$ cat config.mk
export PLATFORM = sky130hd
export DESIGN_NAME = coarse_peak_finder
export DESIGN_NICKNAME = d
export VERILOG_FILES = /design/src/rtl/coarse_peak_finder.sv
export SDC_FILE = /design/constraint.sdc
export NUM_CORES = 1
export LEC_CHECK = 0
export BUFFER_PORTS_ARGS = -buffer_cell sky130_fd_sc_hd__buf_2
export CAP_MARGIN = 20
export CORE_ASPECT_RATIO = 1.5
export CORE_MARGIN = 8
export CORE_UTILIZATION = 50
export DETAILED_ROUTE_END_ITERATION = 10
export HOLD_SLACK_MARGIN = 0.05
export MAX_ROUTING_LAYER = met4
export PLACE_DENSITY = 0.77
export SLEW_MARGIN = 40
export SYNTH_ARGS = -nofsm -noshare
export SYNTH_HDL_FRONTEND = slang
export SYNTH_SLANG_ARGS = --single-unit
$ cat constraint.sdc
create_clock -name clk -period 5.95 [get_ports clk]
set_clock_uncertainty 0.2 [all_clocks]
set_input_delay 1.19 -clock clk [delete_from_list [all_inputs] [get_ports clk]]
set_output_delay 1.19 -clock clk [all_outputs]
set_load 0.05 [all_outputs]
$ cat src/rtl/coarse_peak_finder.sv
// ---------------------------------------------------------------------------
// coarse_peak_finder
//
// Builds a coarse histogram of TDC timestamps over one frame, using the top
// NB bits of each timestamp as the bin index. When the frame closes, the
// histogram is scanned one bin per cycle for the peak bin. The result is then
// published on peakCH/peakCount together with a one-cycle peakDone pulse.
//
// Ports:
//   clk        in   system clock, rising edge
//   rst        in   asynchronous active-high reset
//   tof        in   NP-bit timestamp, bin index = tof[NP-1:NP-NB]
//   tofValid   in   tof is valid this cycle
//   frameEnd   in   one-cycle pulse that closes the current frame
//   busy       out  high while scanning / publishing; events are dropped
//   peakCH     out  index of the peak bin, held until the next peakDone
//   peakCount  out  count of the peak bin, held until the next peakDone
//   peakDone   out  one-cycle pulse when peakCH/peakCount update
//   dropCount  out  (DROP_CNT_EN only) tofValid pulses seen while busy
//
// Optional feature macro: DROP_CNT_EN
//   When this macro is defined, the block adds the 16-bit dropCount output.
//   The output is a saturating count of the events dropped during the
//   previous busy window.
// ---------------------------------------------------------------------------
module coarse_peak_finder #(
   parameter int NB           = 4,
   parameter int NP           = 10,
   parameter int CW           = 8,
   parameter int FRAME_EVENTS = 0
) (
   input  logic          clk,
   input  logic          rst,
   input  logic [NP-1:0] tof,
   input  logic          tofValid,
   input  logic          frameEnd,
   output logic          busy,
   output logic [NB-1:0] peakCH,
   output logic [CW-1:0] peakCount,
   output logic          peakDone
`ifdef DROP_CNT_EN
   ,
   output logic [15:0]   dropCount
`endif
);

   localparam int NBINS = 1 << NB;
   // The event counter must be able to hold FRAME_EVENTS. It is never
   // narrower than 16 bits.
   localparam int FEW   = (FRAME_EVENTS > 0) ? $clog2(FRAME_EVENTS + 1) : 1;
   localparam int ECW   = (FEW > 16) ? FEW : 16;
   localparam logic [CW-1:0]  BIN_MAX   = '1;
   localparam logic [ECW-1:0] EVT_LIMIT = ECW'(FRAME_EVENTS);
   localparam logic [NB-1:0]  LAST_IDX  = NB'(NBINS - 1);

   typedef enum logic [1:0] {
      ACCUM = 2'd0,
      SCAN  = 2'd1,
      DONE  = 2'd2
   } state_t;

   state_t         r_state;
   logic [CW-1:0]  r_bins [NBINS];
   logic [ECW-1:0] r_evtCnt;
   logic [NB-1:0]  r_scanIdx;
   logic [NB-1:0]  r_bestIdx;
   logic [CW-1:0]  r_best;
   logic           r_busy;
   logic [NB-1:0]  r_peakCH;
   logic [CW-1:0]  r_peakCount;
   logic           r_peakDone;

   logic [NB-1:0]  w_binIdx;
   logic [ECW-1:0] w_evtNext;
   logic           w_autoClose;
   logic           w_close;
   logic [CW-1:0]  w_scanVal;
   logic           w_take;
   logic [CW-1:0]  w_nextBest;
   logic [NB-1:0]  w_nextIdx;
   logic           w_unusedTof;

   // The lower timestamp bits only refine position inside a coarse bin. The
   // histogram does not need them.
   assign w_unusedTof = ^tof;
   assign w_binIdx    = tof[NP-1:NP-NB];
   assign w_evtNext   = r_evtCnt + 1'b1;

   // Auto-close fires on the event that brings the counter up to
   // FRAME_EVENTS. A value of zero disables auto-close entirely.
   assign w_autoClose = (FRAME_EVENTS != 0) && tofValid && (w_evtNext == EVT_LIMIT);
   assign w_close     = frameEnd || w_autoClose;

   // The scan compare is strict. Because of that, the earliest (lowest-index)
   // bin wins a tie.
   assign w_scanVal  = r_bins[r_scanIdx];
   assign w_take     = w_scanVal > r_best;
   assign w_nextBest = w_take ? w_scanVal : r_best;
   assign w_nextIdx  = w_take ? r_scanIdx : r_bestIdx;

   assign busy      = r_busy;
   assign peakCH    = r_peakCH;
   assign peakCount = r_peakCount;
   assign peakDone  = r_peakDone;

   // Main control.
   // ACCUM fills the histogram. SCAN walks the bins once, from index 0 up to
   // the last bin. On the last scan step, the final winner is loaded straight
   // into the output registers, so peakDone is high during the DONE cycle.
   // DONE then wipes the histogram for the next frame.
   always_ff @(posedge clk or posedge rst) begin
      if (rst) begin
         r_state     <= ACCUM;
         for (int i = 0; i < NBINS; i++) r_bins[i] <= '0;
         r_evtCnt    <= '0;
         r_scanIdx   <= '0;
         r_bestIdx   <= '0;
         r_best      <= '0;
         r_busy      <= 1'b0;
         r_peakCH    <= '0;
         r_peakCount <= '0;
         r_peakDone  <= 1'b0;
      end else begin
         r_peakDone <= 1'b0;
         case (r_state)
            ACCUM: begin
               if (tofValid) begin
                  if (r_bins[w_binIdx] != BIN_MAX) begin
                     r_bins[w_binIdx] <= r_bins[w_binIdx] + 1'b1;
                  end
                  r_evtCnt <= w_evtNext;
               end
               if (w_close) begin
                  r_state   <= SCAN;
                  r_busy    <= 1'b1;
                  r_scanIdx <= '0;
                  r_bestIdx <= '0;
                  r_best    <= '0;
               end
            end
            SCAN: begin
               r_best    <= w_nextBest;
               r_bestIdx <= w_nextIdx;
               r_scanIdx <= r_scanIdx + 1'b1;
               if (r_scanIdx == LAST_IDX) begin
                  r_state     <= DONE;
                  r_peakCH    <= w_nextIdx;
                  r_peakCount <= w_nextBest;
                  r_peakDone  <= 1'b1;
               end
            end
            DONE: begin
               for (int i = 0; i < NBINS; i++) r_bins[i] <= '0;
               r_evtCnt <= '0;
               r_busy   <= 1'b0;
               r_state  <= ACCUM;
            end
            default: begin
               r_state <= ACCUM;
               r_busy  <= 1'b0;
            end
         endcase
      end
   end

`ifdef DROP_CNT_EN
   logic [15:0] r_dropCnt;
   logic [15:0] r_dropCount;
   logic [15:0] w_dropNext;

   assign w_dropNext = (r_dropCnt != 16'hFFFF) ? r_dropCnt + 16'd1 : r_dropCnt;
   assign dropCount  = r_dropCount;

   // Drop accounting.
   // Every tofValid seen while busy is counted, and the count saturates.
   // The total is published together with the peak result, and a drop that
   // arrives on that same last scan cycle is included in it. The internal
   // counter then restarts, so a drop during DONE is charged to the next
   // frame's window.
   always_ff @(posedge clk or posedge rst) begin
      if (rst) begin
         r_dropCnt   <= '0;
         r_dropCount <= '0;
      end else if (r_state == SCAN && r_scanIdx == LAST_IDX) begin
         r_dropCount <= tofValid ? w_dropNext : r_dropCnt;
         r_dropCnt   <= '0;
      end else if (r_busy && tofValid) begin
         r_dropCnt <= w_dropNext;
      end
   end
`endif

endmodule

### Word level (Yosys, flattened, before mapping)

Index checks and enable logic that the tools add are counted.

* word-level logic and storage cells: 76
* register bits after elaboration: 160
* memory bits (writable): 0
* memory bits (read-only): 0
* memories: 0
* latch bits: 0

* multipliers: 0
* magnitude comparators: 4
* eq/ne operators: 8
* mux-type cells: 26
* div/mod/pow operators: 0
* shifts and indexed selects: 0
* add/sub/neg operators: 2
* reduce and logical (&&, ||, !) cells: 9
* bitwise logic cells: 3

Operator list (number)
* $mux 128: 2
* $pmux 128 s2: 1
* $bwmux 128: 1
* $bmux 8 s4: 2
* $mux 8: 7
* $demux 8 s4: 1
* $pmux 4 s2: 2
* $pmux 8 s2: 1
* $ge 5x5->1 const B: 2
* $not 4->5: 2
* $add 8x1->8 const B: 1
* $gt 8x8->1: 1
* $mux 4: 2
* $ne 2x2->1 const B: 4
* $ne 8x8->1 const B: 1
* $reduce_and 2->1: 4
* $lt 5x1->1 const B: 1
* $add 4x1->4 const B: 1
* $eq 4x4->1 const B: 1
* $mux 2: 2
* $pmux 2 s2: 1
* $reduce_bool 2->1: 2
* $mux 1: 3
* $reduce_and 3->1: 1
* 6 further kinds: 6

### Logic depth before layout (Yosys ltp)

* depth after elaboration: 9
* gate-level depth with buffers: 14
* depth with buffers taken out: 11

### Least setup slack after synthesis

No wires, ideal clock.

* kind: reg2reg
* from: register r_scanIdx[0]
* to: register r_best[0]
* period minus slack after synthesis: 4.287 ns
* data arrival time: 3.954 ns
* data required time: 5.616 ns
* stages on the path, launching flop included: 14
* setup slack: 1.663 ns
* buffers on the path: 3
* cells stage by stage: dfrtp_1 clkbuf_1 buf_2 mux4_2 mux4_2 ha_1 nor2b_1 o21a_1 o21a_1 o21bai_1 a21oi_1 clkbuf_1 mux2i_1 o21ai_0

* word-level cells in the longest chain between the ends: 7

RTL lines
* start, declared: RTL line 65 `logic [NB-1:0] r_scanIdx;`
* start signal, assigned: RTL line 144 `r_scanIdx <= r_scanIdx + 1'b1;`
* $not 4->5 (not written as such) *: RTL line 96 `assign w_scanVal = r_bins[r_scanIdx];`
* $bmux 8 s4 *: RTL line 96
* $mux 8 (not written as such) * (2 in series): RTL line 96
* $gt 8x8->1: RTL line 97 `assign w_take = w_scanVal > r_best;`
* $mux 8 *: RTL line 98 `assign w_nextBest = w_take ? w_scanVal : r_best;`
* $pmux 8 s2 *: RTL line 125 `case (r_state)`
* end signal, assigned: RTL line 142 `r_best <= w_nextBest;`
* end, declared: RTL line 67 `logic [CW-1:0] r_best;`

Every way passes the cells marked *; elsewhere a longest branch is shown, timed or not. The select of a mux whose other input is x is not followed.
A chain may end at the register's enable or synchronous reset.

### Worst setup path in the final report

* from: input port tof[6]
* to: register r_bins[115] (netlist bit)

* word-level cells in the longest chain between the ends: 9

RTL lines
* start, declared: RTL line 34 `input logic [NP-1:0] tof,`
* $not 4->5 (not written as such) *: RTL line 128, 129
* $bmux 8 s4, or another cell as far along: RTL line 128, 129
* $mux 8 (not written as such) or $logic_and 1x1->1 (tied branches): RTL line 128, 129
* $mux 8, on equally long branches: RTL line 128, 129
* $add 8x1->8 or $demux 8 s4 (tied branches): RTL line 129 `r_bins[w_binIdx] <= r_bins[w_binIdx] + 1'b1;`
* $bwmux 128: RTL line 129
* $mux 128: RTL line 128 `if (r_bins[w_binIdx] != BIN_MAX) begin`
* $mux 128: RTL line 127 `if (tofValid) begin`
* $pmux 128 s2: RTL line 125
* end signal, assigned by index: RTL line 129
* end, declared: RTL line 63 `logic [CW-1:0] r_bins [NBINS];`

Marks and branches as above.

==> qor.yml <==
status:
  status: "completed"
placed_design:
  numPortBuffers: 21
  place_congestion: 0.9228
  hpwl_mm: 15.99
drt:
  detail_route.wl_per_cell_um: 27.76
  dr_total_vias: 6184
  detail-route-antenna-nets: 0
  drt-total-wl_mm: 24.07
  drt-vias-per-instance: 7.133
  drc_errors: 0
  drtPass1Iterations: 7
  drtIter0Drc: 777
clock_network:
  hold_buffers: 0
  clockBufferDepth: 2
  htreeDepth: 4
  cts.sinks: 160
  root_buffer: "clkbuf_16"
  cts_tree: "built"
  cts-resized-gates: 0
  clk_pin_slew_ps: 70
  cts_made_buffers: 17
  clk_latency_ps: 430
  cts_setup_buffers: 0
sta:
  fin_crit_sh_pct: 77.20
  fmax_ghz: 0.2177
  fin_crit_ps: 4593
  worst_pin_slew_ps: 873.0
  drv_slew: 0
  timing.hold.ws_ps: 272.8
  max_slew_margin_pct: 41.48
  rsz0062_at_grt: "no"
  fin_setup_tns_ps: 0
  hold_viol_final: 0
  finalSetupViolCount: 0
power_and_ir_drop:
  powerDensity_mw_per_mm2: 366.4
  max-vdd-ir-drop_uv: 247.3
  power_leakage_uw: 0.004065
global_route:
  first_global_vias: 6372
  track_usage_pct: 24.01
  grt_antenna_before_repair: 0
  grt_pass1_wl_mm: 37.65
  grt_max_degree: 114
  gr-total-overflow: 0
layout:
  syn_to_final_growth_pct: 11.31
  nFillCells: 1337
  final_cell_mix: "dfrtp_1, a22o_1, mux4_2"
  finalNetCount: 668
  multiInputGateArea_mm2: 0.004158
  drive_gt1_share_pct: 26.33
  antenna_cells: 0
  layout_commonest_cell: "dfrtp_1"
  seq_area_mm2: 0.004005
floorplan:
  io-pin-count: 28
  die_area_mm2: 0.02132
  rows: 58
  initial_core_util_pct: 50.64
  die_width_um: 121.9
  core_area_mm2: 0.01662
  die_h_um: 174.9
setup_path:
  crit_path_start_kind: "input pin"
  crit_arrival_ps: 4710
  path_class: "input pin to register"
  crit_path_end_kind: "register"
  cp_data_required_time_ps: 6070
  cp_max_fo: 23
hold_path:
  hold_class: "register to register"
yosys:
  synth-adder-area-share_pct: 1.487
  synth_nets: 650
  ys_seq_area_share_pct: 47.58
  synthArstFlopShare_pct: 100.0
  ys_types: 47
  synthSimpleGateAreaFrac_pct: 6.572
  synth_ff_type: "dfrtp_1"
  ys_warn_count: 0
  synth_area_per_cell_um2: 13.44
  synth_top_family_by_area: "multiplexers"
  synth_edf_count: 0
  synthMuxAreaShare_pct: 20.70
  synth-xor-area-share_pct: 0.4163
  syn_inst: 626
  syn_area_mm2: 0.008416
  synth_compound_area_share_pct: 19.95
  ys_seq_elements: 160
flow_run:
  cap_violations: 0
==> synthesized netlist by cell type (2+ instances only) <==
cell type    n  area share, %
nor3_1       9           0.54
ha_1        10            1.5
buf_6        2           0.27
a22oi_1     12            1.1
nand4_1      4           0.30
o31ai_1      8           0.71
nor2b_1      5           0.37
o21a_1       3           0.27
nor2_1      24            1.1
a21oi_2      9           0.94
o21bai_1     2           0.18
o21ai_0     19            1.1
clkbuf_1    20           0.89
a21oi_1     11           0.65
dfrtp_1    160             48
xnor2_1      4           0.42
nor3_4       2           0.39
nand2b_1     4           0.30
buf_4        9           0.80
nand3_1      4           0.24
a21o_1       2           0.18
and2_1       4           0.30
mux2i_1     12            1.4
buf_2       12           0.71
a22o_1     133             14
mux4_2      72             19
nand2_1     37            1.7
inv_1       13           0.58
nand2_2      2           0.15
==> metrics by stage <==
stage | instances | utilization, % | power, uW | cell area (um2) | setup slack (ps)
floorplan | 626 | - | 2071 | 8416 | 240.1
global placement | 833 | 52.52 | 2300 | 8728 | 810.2
detailed placement | 833 | 52.67 | 2340 | 8752 | 930.7
CTS | 865 | 56.19 | 3445 | 9338 | 1335
global route | 867 | 56.37 | 3571 | 9368 | 1193
finish | 867 | 56.37 | 3433 | 9368 | 1357
==> where the power goes <==
part / switching (uW) / internal [uW]
combinational: 557 / 417
sequential: 158 / 1190
clock: 485 / 625
total: 1200 / 2230
==> worst paths after layout <==
check,from,to,slack [ps],depth (start not counted)
setup reg to reg,r_scanIdx[1],r_best[6],1430,11
max in group asynchronous,rst,r_bins[65],3800,3
setup / recovery,tof[6],r_bins[115],1360,10
min in group asynchronous,rst,peakDone,620,2
hold / removal,peakCount[1],peakCount[1],270,2
hold reg to reg,peakCount[1],peakCount[1],270,2
==> critical path, stage by stage <==
cell	delay, ps
buf_4	410
mux4_2	620
a22oi_1	390
nand2_2	150
ha_1	250
o21a_1	160
and4_4	200
a31oi_4	540
a21oi_1	430
a22o_1	340
==> state kept, by name, summed over array words and instances (netlist names) <==
signal,flops
busy,1
peakCH,4
peakCount,8
peakDone,1
r_best,8
r_bestIdx,4
r_bins,128
r_scanIdx,4
r_state,2
==> layer usage <==
metal  up-vias  routed length, um  global-route usage (%)
met1      3213               8762                   27.73
met4         0               1576                   15.69
li1       2533                  -                       -
met3        86               1741                   5.105
met5         -                  0                       -
met2       352              11990                   37.03
==> cell families (layout without fill, tap and decap cells) <==
kind of cell / count (synthesis) / count (layout)
compound gates: 206 / 206
xor+xnor: 4 / 4
fa+ha+maj: 10 / 10
buf+inv: 57 / 88
flops: 160 / 160
mux: 84 / 84
simple gates: 105 / 105
==> cell type report <==
| class | count | area share, % |
|---|---|---|
| multi-input cells | 409 | 44.38 |
| inverters | 13 | 0.6545 |
| clock inverters | 14 | 1.670 |
| well taps | 210 | 2.805 |
| repair buffers | 43 | 3.152 |
| flip-flops and latches | 160 | 42.75 |
| clock buffers | 18 | 4.581 |
No activity file was read; power rests on OpenSTA's default activity.
